===== src/rtl/ram_port_arbiter_if.sv =====
// Bundle of the two requester ports, the RAM port and the read-return signals
// shared between ram_port_arbiter (slave side) and whoever drives it (master side).
interface ram_port_arbiter_if #(
    parameter int ADDRESS_WIDTH = 8,
    parameter int DATA_WIDTH    = 8
);
    logic                     i_req0_valid;
    logic                     o_req0_ready;
    logic [ADDRESS_WIDTH-1:0] i_req0_addr;
    logic                     i_req0_we;
    logic [DATA_WIDTH-1:0]    i_req0_din;

    logic                     i_req1_valid;
    logic                     o_req1_ready;
    logic [ADDRESS_WIDTH-1:0] i_req1_addr;
    logic                     i_req1_we;
    logic [DATA_WIDTH-1:0]    i_req1_din;

    logic [ADDRESS_WIDTH-1:0] o_ram_addr;
    logic                     o_ram_en;
    logic                     o_ram_we;
    logic [DATA_WIDTH-1:0]    o_ram_din;
    logic [DATA_WIDTH-1:0]    i_ram_dout;

    logic                     o_rvalid0;
    logic                     o_rvalid1;
    logic [DATA_WIDTH-1:0]    o_rdata;

    modport slave (
        input  i_req0_valid, i_req0_addr, i_req0_we, i_req0_din,
        input  i_req1_valid, i_req1_addr, i_req1_we, i_req1_din,
        input  i_ram_dout,
        output o_req0_ready, o_req1_ready,
        output o_ram_addr, o_ram_en, o_ram_we, o_ram_din,
        output o_rvalid0, o_rvalid1, o_rdata
    );

    modport master (
        output i_req0_valid, i_req0_addr, i_req0_we, i_req0_din,
        output i_req1_valid, i_req1_addr, i_req1_we, i_req1_din,
        output i_ram_dout,
        input  o_req0_ready, o_req1_ready,
        input  o_ram_addr, o_ram_en, o_ram_we, o_ram_din,
        input  o_rvalid0, o_rvalid1, o_rdata
    );
endinterface


===== src/rtl/ram_port_arbiter.sv =====
// Two-requester round-robin arbiter onto a single RAM port with tagged read returns.
// Optional read-after-write hazard blocking is enabled by defining RAM_ARB_RAW_HAZARD_EN.
module ram_port_arbiter #(
    parameter int ADDRESS_WIDTH = 8,
    parameter int DATA_WIDTH    = 8,
    parameter int WRITE_LATENCY = 2,
    parameter int READ_LATENCY  = 1
) (
    input  logic                i_clk,
    input  logic                i_rst,
    ram_port_arbiter_if.slave   bus
);

    if (READ_LATENCY < 1 || WRITE_LATENCY < 1) begin : g_bad_latency
        $error("ram_port_arbiter: latencies must be at least 1");
    end

    logic                     last_r;
    logic                     elig0_s;
    logic                     elig1_s;
    logic                     gnt0_s;
    logic                     gnt1_s;
    logic                     haz0_s;
    logic                     haz1_s;

    logic                     ram_en_r;
    logic                     ram_we_r;
    logic [ADDRESS_WIDTH-1:0] ram_addr_r;
    logic [DATA_WIDTH-1:0]    ram_din_r;
    logic                     ram_id_r;

    logic [READ_LATENCY-1:0]  tag_valid_r;
    logic [READ_LATENCY-1:0]  tag_id_r;

`ifdef RAM_ARB_RAW_HAZARD_EN
    // Stage 0 mirrors the write currently on the RAM port; older writes shift up.
    logic [WRITE_LATENCY-1:0]                    wtrk_valid_r;
    logic [WRITE_LATENCY-1:0][ADDRESS_WIDTH-1:0] wtrk_addr_r;

    function automatic logic raw_hit(
        input logic [ADDRESS_WIDTH-1:0]                    addr,
        input logic [WRITE_LATENCY-1:0]                    valid,
        input logic [WRITE_LATENCY-1:0][ADDRESS_WIDTH-1:0] taddr
    );
        logic hit;
        hit = 1'b0;
        for (int i = 0; i < WRITE_LATENCY; i++) begin
            if (valid[i] && (taddr[i] == addr)) begin
                hit = 1'b1;
            end else begin
                hit = hit;
            end
        end
        return hit;
    endfunction

    // Reads colliding with an outstanding write stay ineligible.
    always_comb begin
        haz0_s = 1'b0;
        haz1_s = 1'b0;
        if (!bus.i_req0_we) begin
            haz0_s = raw_hit(bus.i_req0_addr, wtrk_valid_r, wtrk_addr_r);
        end else begin
            haz0_s = 1'b0;
        end
        if (!bus.i_req1_we) begin
            haz1_s = raw_hit(bus.i_req1_addr, wtrk_valid_r, wtrk_addr_r);
        end else begin
            haz1_s = 1'b0;
        end
    end

    // Write tracker shift register, loaded alongside the RAM port registers.
    always_ff @(posedge i_clk) begin
        if (i_rst) begin
            wtrk_valid_r <= '0;
            wtrk_addr_r  <= '0;
        end else begin
            for (int i = WRITE_LATENCY - 1; i > 0; i--) begin
                wtrk_valid_r[i] <= wtrk_valid_r[i-1];
                wtrk_addr_r[i]  <= wtrk_addr_r[i-1];
            end
            wtrk_valid_r[0] <= (gnt0_s && bus.i_req0_we) || (gnt1_s && bus.i_req1_we);
            wtrk_addr_r[0]  <= gnt1_s ? bus.i_req1_addr : bus.i_req0_addr;
        end
    end
`else
    // No address comparison: every valid request is eligible.
    always_comb begin
        haz0_s = 1'b0;
        haz1_s = 1'b0;
    end
`endif

    // Grant selection; last_r holds the index granted most recently.
    always_comb begin
        elig0_s = bus.i_req0_valid && !haz0_s && !i_rst;
        elig1_s = bus.i_req1_valid && !haz1_s && !i_rst;
        gnt0_s  = 1'b0;
        gnt1_s  = 1'b0;
        if (elig0_s && elig1_s) begin
            if (last_r) begin
                gnt0_s = 1'b1;
            end else begin
                gnt1_s = 1'b1;
            end
        end else if (elig0_s) begin
            gnt0_s = 1'b1;
        end else if (elig1_s) begin
            gnt1_s = 1'b1;
        end else begin
            gnt0_s = 1'b0;
            gnt1_s = 1'b0;
        end
    end

    assign bus.o_req0_ready = gnt0_s;
    assign bus.o_req1_ready = gnt1_s;

    // Round-robin pointer; reset as if requester 1 went last so requester 0 leads.
    always_ff @(posedge i_clk) begin
        if (i_rst) begin
            last_r <= 1'b1;
        end else if (gnt0_s) begin
            last_r <= 1'b0;
        end else if (gnt1_s) begin
            last_r <= 1'b1;
        end else begin
            last_r <= last_r;
        end
    end

    // RAM port drive registers; address/data hold when idle, enables drop.
    always_ff @(posedge i_clk) begin
        if (i_rst) begin
            ram_en_r   <= 1'b0;
            ram_we_r   <= 1'b0;
            ram_addr_r <= '0;
            ram_din_r  <= '0;
            ram_id_r   <= 1'b0;
        end else if (gnt0_s) begin
            ram_en_r   <= 1'b1;
            ram_we_r   <= bus.i_req0_we;
            ram_addr_r <= bus.i_req0_addr;
            ram_din_r  <= bus.i_req0_din;
            ram_id_r   <= 1'b0;
        end else if (gnt1_s) begin
            ram_en_r   <= 1'b1;
            ram_we_r   <= bus.i_req1_we;
            ram_addr_r <= bus.i_req1_addr;
            ram_din_r  <= bus.i_req1_din;
            ram_id_r   <= 1'b1;
        end else begin
            ram_en_r   <= 1'b0;
            ram_we_r   <= 1'b0;
            ram_addr_r <= ram_addr_r;
            ram_din_r  <= ram_din_r;
            ram_id_r   <= ram_id_r;
        end
    end

    // Read tag pipeline; reset flushes reads already on the RAM port.
    always_ff @(posedge i_clk) begin
        if (i_rst) begin
            tag_valid_r <= '0;
            tag_id_r    <= '0;
        end else begin
            for (int i = READ_LATENCY - 1; i > 0; i--) begin
                tag_valid_r[i] <= tag_valid_r[i-1];
                tag_id_r[i]    <= tag_id_r[i-1];
            end
            tag_valid_r[0] <= ram_en_r && !ram_we_r;
            tag_id_r[0]    <= ram_id_r;
        end
    end

    assign bus.o_ram_en   = ram_en_r;
    assign bus.o_ram_we   = ram_we_r;
    assign bus.o_ram_addr = ram_addr_r;
    assign bus.o_ram_din  = ram_din_r;

    assign bus.o_rvalid0  = tag_valid_r[READ_LATENCY-1] && !tag_id_r[READ_LATENCY-1];
    assign bus.o_rvalid1  = tag_valid_r[READ_LATENCY-1] &&  tag_id_r[READ_LATENCY-1];
    assign bus.o_rdata    = bus.i_ram_dout;

endmodule


===== src/flat_wrapper.sv =====
// flat-port wrapper written by rule: the top's interface ports become plain ports
module ram_port_arbiter_flat 
#(
    parameter int ADDRESS_WIDTH = 8,
    parameter int DATA_WIDTH    = 8,
    parameter int WRITE_LATENCY = 2,
    parameter int READ_LATENCY  = 1
)
  (i_clk, i_rst, bus_i_req0_valid, bus_i_req0_addr, bus_i_req0_we, bus_i_req0_din, bus_i_req1_valid, bus_i_req1_addr, bus_i_req1_we, bus_i_req1_din, bus_i_ram_dout, bus_o_req0_ready, bus_o_req1_ready, bus_o_ram_addr, bus_o_ram_en, bus_o_ram_we, bus_o_ram_din, bus_o_rvalid0, bus_o_rvalid1, bus_o_rdata);
  ram_port_arbiter_if #(.ADDRESS_WIDTH(ADDRESS_WIDTH), .DATA_WIDTH(DATA_WIDTH)) bus_i ();
  input  logic i_clk;
  input  logic i_rst;
  input wire logic [$bits(bus_i.i_req0_valid)-1:0] bus_i_req0_valid;
  input wire logic [$bits(bus_i.i_req0_addr)-1:0] bus_i_req0_addr;
  input wire logic [$bits(bus_i.i_req0_we)-1:0] bus_i_req0_we;
  input wire logic [$bits(bus_i.i_req0_din)-1:0] bus_i_req0_din;
  input wire logic [$bits(bus_i.i_req1_valid)-1:0] bus_i_req1_valid;
  input wire logic [$bits(bus_i.i_req1_addr)-1:0] bus_i_req1_addr;
  input wire logic [$bits(bus_i.i_req1_we)-1:0] bus_i_req1_we;
  input wire logic [$bits(bus_i.i_req1_din)-1:0] bus_i_req1_din;
  input wire logic [$bits(bus_i.i_ram_dout)-1:0] bus_i_ram_dout;
  output wire logic [$bits(bus_i.o_req0_ready)-1:0] bus_o_req0_ready;
  output wire logic [$bits(bus_i.o_req1_ready)-1:0] bus_o_req1_ready;
  output wire logic [$bits(bus_i.o_ram_addr)-1:0] bus_o_ram_addr;
  output wire logic [$bits(bus_i.o_ram_en)-1:0] bus_o_ram_en;
  output wire logic [$bits(bus_i.o_ram_we)-1:0] bus_o_ram_we;
  output wire logic [$bits(bus_i.o_ram_din)-1:0] bus_o_ram_din;
  output wire logic [$bits(bus_i.o_rvalid0)-1:0] bus_o_rvalid0;
  output wire logic [$bits(bus_i.o_rvalid1)-1:0] bus_o_rvalid1;
  output wire logic [$bits(bus_i.o_rdata)-1:0] bus_o_rdata;
  assign bus_i.i_req0_valid = bus_i_req0_valid;
  assign bus_i.i_req0_addr = bus_i_req0_addr;
  assign bus_i.i_req0_we = bus_i_req0_we;
  assign bus_i.i_req0_din = bus_i_req0_din;
  assign bus_i.i_req1_valid = bus_i_req1_valid;
  assign bus_i.i_req1_addr = bus_i_req1_addr;
  assign bus_i.i_req1_we = bus_i_req1_we;
  assign bus_i.i_req1_din = bus_i_req1_din;
  assign bus_i.i_ram_dout = bus_i_ram_dout;
  assign bus_o_req0_ready = bus_i.o_req0_ready;
  assign bus_o_req1_ready = bus_i.o_req1_ready;
  assign bus_o_ram_addr = bus_i.o_ram_addr;
  assign bus_o_ram_en = bus_i.o_ram_en;
  assign bus_o_ram_we = bus_i.o_ram_we;
  assign bus_o_ram_din = bus_i.o_ram_din;
  assign bus_o_rvalid0 = bus_i.o_rvalid0;
  assign bus_o_rvalid1 = bus_i.o_rvalid1;
  assign bus_o_rdata = bus_i.o_rdata;
  ram_port_arbiter #(.ADDRESS_WIDTH(ADDRESS_WIDTH), .DATA_WIDTH(DATA_WIDTH), .WRITE_LATENCY(WRITE_LATENCY), .READ_LATENCY(READ_LATENCY)) u_core (.i_clk(i_clk), .i_rst(i_rst), .bus(bus_i));
endmodule

===== config.mk =====
export PLATFORM = sky130hd
export DESIGN_NAME = ram_port_arbiter_flat
export DESIGN_NICKNAME = d
export VERILOG_FILES = /design/src/rtl/ram_port_arbiter_if.sv /design/src/rtl/ram_port_arbiter.sv /design/src/flat_wrapper.sv
export SDC_FILE = /design/constraint.sdc
export NUM_CORES = 1
export LEC_CHECK = 0
export BUFFER_PORTS_ARGS = -buffer_cell sky130_fd_sc_hd__buf_2
export CAP_MARGIN = 25
export CORE_MARGIN = 10
export CORE_UTILIZATION = 26
export CTS_CLUSTER_DIAMETER = 40
export DETAILED_ROUTE_END_ITERATION = 16
export PLACE_DENSITY = 0.69
export SYNTH_ARGS = -nofsm -noshare
export SYNTH_HDL_FRONTEND = slang
export SYNTH_SLANG_ARGS = --single-unit

===== constraint.sdc =====
create_clock -name i_clk -period 1.4 [get_ports i_clk]
set_clock_uncertainty 0.1 [all_clocks]
set_input_delay 0.21 -clock i_clk [delete_from_list [all_inputs] [get_ports i_clk]]
set_output_delay 0.21 -clock i_clk [all_outputs]
set_load 0.02 [all_outputs]

==> flow_summary.yaml <==
placement:
  hpwlAfterDp_um: 2550
  dp_slack_ns: -0.255
  dp.cells: 202
  io_buffer_count: 59
  routabilityCongestion: 0.702
global_routing:
  grt_max_degree: 21
  first_global_vias: 1022
  grt_pass1_wl_um: 4960
  grt_use_total: 0.0929
  grt_overflow: 0
  antenna_found_initial: 0
outcome:
  outcome: "finished clean"
finish:
  post-route-util: 0.389
  antennaDiodeCount: 0
  layoutNonFillerInstCount: 209
  n_fill_cell: 416
  layout-drive-gt1-share: 0.484
  nNetsFinal: 208
  area_growth_pct: 41.7
floorplan:
  start_util: 0.274
  core.rowCount: 22
  core_um2: 3720
  die_w_um: 82.6
  die_y_um: 82.6
  die-area_um2: 6830
  ios: 76
sta:
  finalHoldViolCount: 0
  hold_ws_ns: 0.0579
  setup_viol: 0
  relSlewSlack: 0.652
  drv_slew: 0
  max_freq_mhz: 718
  rsz0062_at_grt: "yes"
  tightestPinTransition_ns: 0.519
  setup_slack_ns: 0.00716
  fin_crit_ns: 1.39
  min_period_over_period: 0.995
synth:
  ys_warn_count: 0
  netlist_instances: 105
  yosysTopAreaCell: "dfxtp_1"
  synth_top_area_frac: 0.432
  synth_seq_cells: 22
  synth_area_um2: 1020
  seq_area_frac_synth: 0.432
  syn_nets: 151
  ys_types: 22
  avgSynthCellArea_um2: 9.71
  yosys-top-cells-area: "dfxtp_1 43%, a221o_1 16%, a2111oi_0 14%"
cts:
  cts_max_level: 1
  clk_latency_ns: 0.26
  ctsRootBufferMaster: "clkbuf_8"
  cts.clk_slew.worst_paths_ns: 0.08
  clk_path_buf_depth: 2
  cts-buffers-inserted: 3
  cts_tree: "yes"
  clock_sinks: 22
drt:
  vias_per_cell: 4.79
  ant_nets: 0
  drc: 0
  dr.first_iter.drc_count: 72
  vias: 1002
  first_pass_iters: 4
  wl_um: 3300
  wl_per_cell_um: 15.8
power_and_ir_drop:
  power.density_nw_per_um2: 1110
  p_sw_mw: 0.398
  vdd_drop_max_mv: 0.367
  intPower_mw: 1.20
  leakage_nw: 0.730
  pwr-share-clk: 0.365
  p_comb_frac: 0.197
  sequentialPowerShare: 0.438
  p_sw_frac: 0.249
setup_path:
  critPathKind: "flip-flop to flip-flop"
  start_kind: "flip-flop"
  cp.arrival_ns: 1.44
  crit_fanout: 12
  crit_path_end_kind: "flip-flop"
  crit_required_ns: 1.45
flow_run:
  max-cap-violations: 0
hold_path:
  hp-class: "primary input to flip-flop"
power groups by stage:
| stage | clock [mW] | combinational [mW] | sequential, mW |
|---|---|---|---|
| floorplan | 0 | 0.152 | 0.761 |
| global placement | 0 | 0.302 | 0.713 |
| detailed placement | 0 | 0.306 | 0.711 |
| CTS | 0.601 | 0.313 | 0.699 |
| global route | 0.639 | 0.342 | 0.705 |
| finish | 0.583 | 0.315 | 0.699 |
critical path: stages, from the launching register on:
cell	delay, ns
dfxtp_2	0.33
o211a_1	0.23
buf_4	0.15
buf_12	0.13
a221o_1	0.34
per-stage QoR:
stage / instance area, um^2 / TNS (ns) / total power, mW
4_1_cts: 1430 / 0 / 1.61
2_1_floorplan: 1030 / -0.0741 / 0.913
3_3_place_gp: 1330 / -3.69 / 1.01
3_5_place_dp: 1330 / -3.91 / 1.02
6_report: 1450 / 0 / 1.60
5_1_grt: 1450 / -0.0501 / 1.69
worst paths after layout:
path,slack (ns),end,cells past startpoint,start
worst max-delay path,0.007,u_core.bus.o_ram_din[5],4,u_core.last_r
worst min-delay path,0.06,u_core.bus.o_ram_we,2,bus_i_req0_we
worst max register to register,0.007,u_core.bus.o_ram_din[5],4,u_core.last_r
worst min register to register,0.32,u_core.tag_valid_r,1,u_core.bus.o_ram_we
Yosys cell counts (all sizes together):
cell     number
dfxtp        22
inv          18
a2111oi      16
a221o        16
buf          11
clkbuf        7
nand2         2
nor2          2
nor2b         2
nor3          2
a22o          1
a31oi         1
and2          1
and3          1
nor3b         1
o211a         1
o21ai         1
routing by layer:
layer | vias to the layer above | share of wire | global-route usage
li1 | 500 | - | -
met3 | 4 | 0.084 | 0.0302
met4 | 0 | 0.012 | 0.0435
met1 | 469 | 0.41 | 0.103
met5 | - | 0 | 0
met2 | 29 | 0.50 | 0.158
area by class of cell:
type	count	area, um^2	area share
well taps	48	60.1	0.0416
repair buffers	70	407	0.281
multi-input cells	47	398	0.275
flip-flops and latches	22	442	0.306
clock inverters	1	30.0	0.0208
inverters	18	67.6	0.0468
clock buffers	3	41.3	0.0286
registers in the layout (all words and copies together) (netlist names):
register and count:
u_core.bus.o_ram_addr 8, u_core.bus.o_ram_din 8, u_core.bus.o_ram_en 1, u_core.bus.o_ram_we 1, u_core.last_r 1, u_core.ram_id_r 1
u_core.tag_id_r 1, u_core.tag_valid_r 1
what timing repair did:
item	in CTS	in global routing
cloned	0	0
hold buffers	0	0
pin swaps	2	3
buffers inserted	2	0
gates resized for setup	4	2
setup endpoints to repair	2	12
layout by cell type, fill, tap and decap left out, drive strengths merged:
| cell | Yosys | final |
|---|---|---|
| buf | 11 | 70 |
| o21ai | 1 | 1 |
| and2 | 1 | 1 |
| bufinv | 0 | 1 |
| clkbuf | 7 | 3 |
| nand2 | 2 | 2 |
| a2111oi | 16 | 16 |
| nor2 | 2 | 2 |
| a22o | 1 | 1 |
| and3 | 1 | 1 |
| dfxtp | 22 | 22 |
| nor3 | 2 | 2 |
| a221o | 16 | 16 |
| inv | 18 | 18 |
| nor3b | 1 | 1 |
| o211a | 1 | 1 |
| nor2b | 2 | 2 |
| a31oi | 1 | 1 |
cell families after synthesis:
logic type / after synthesis / share of synthesized area
buffers and inverters: 36 / 0.182
DFF: 22 / 0.432
and+or+nand+nor: 11 / 0.0626
AOI/OAI and AO/OA: 36 / 0.324
(Power assumes the default switching activity.)
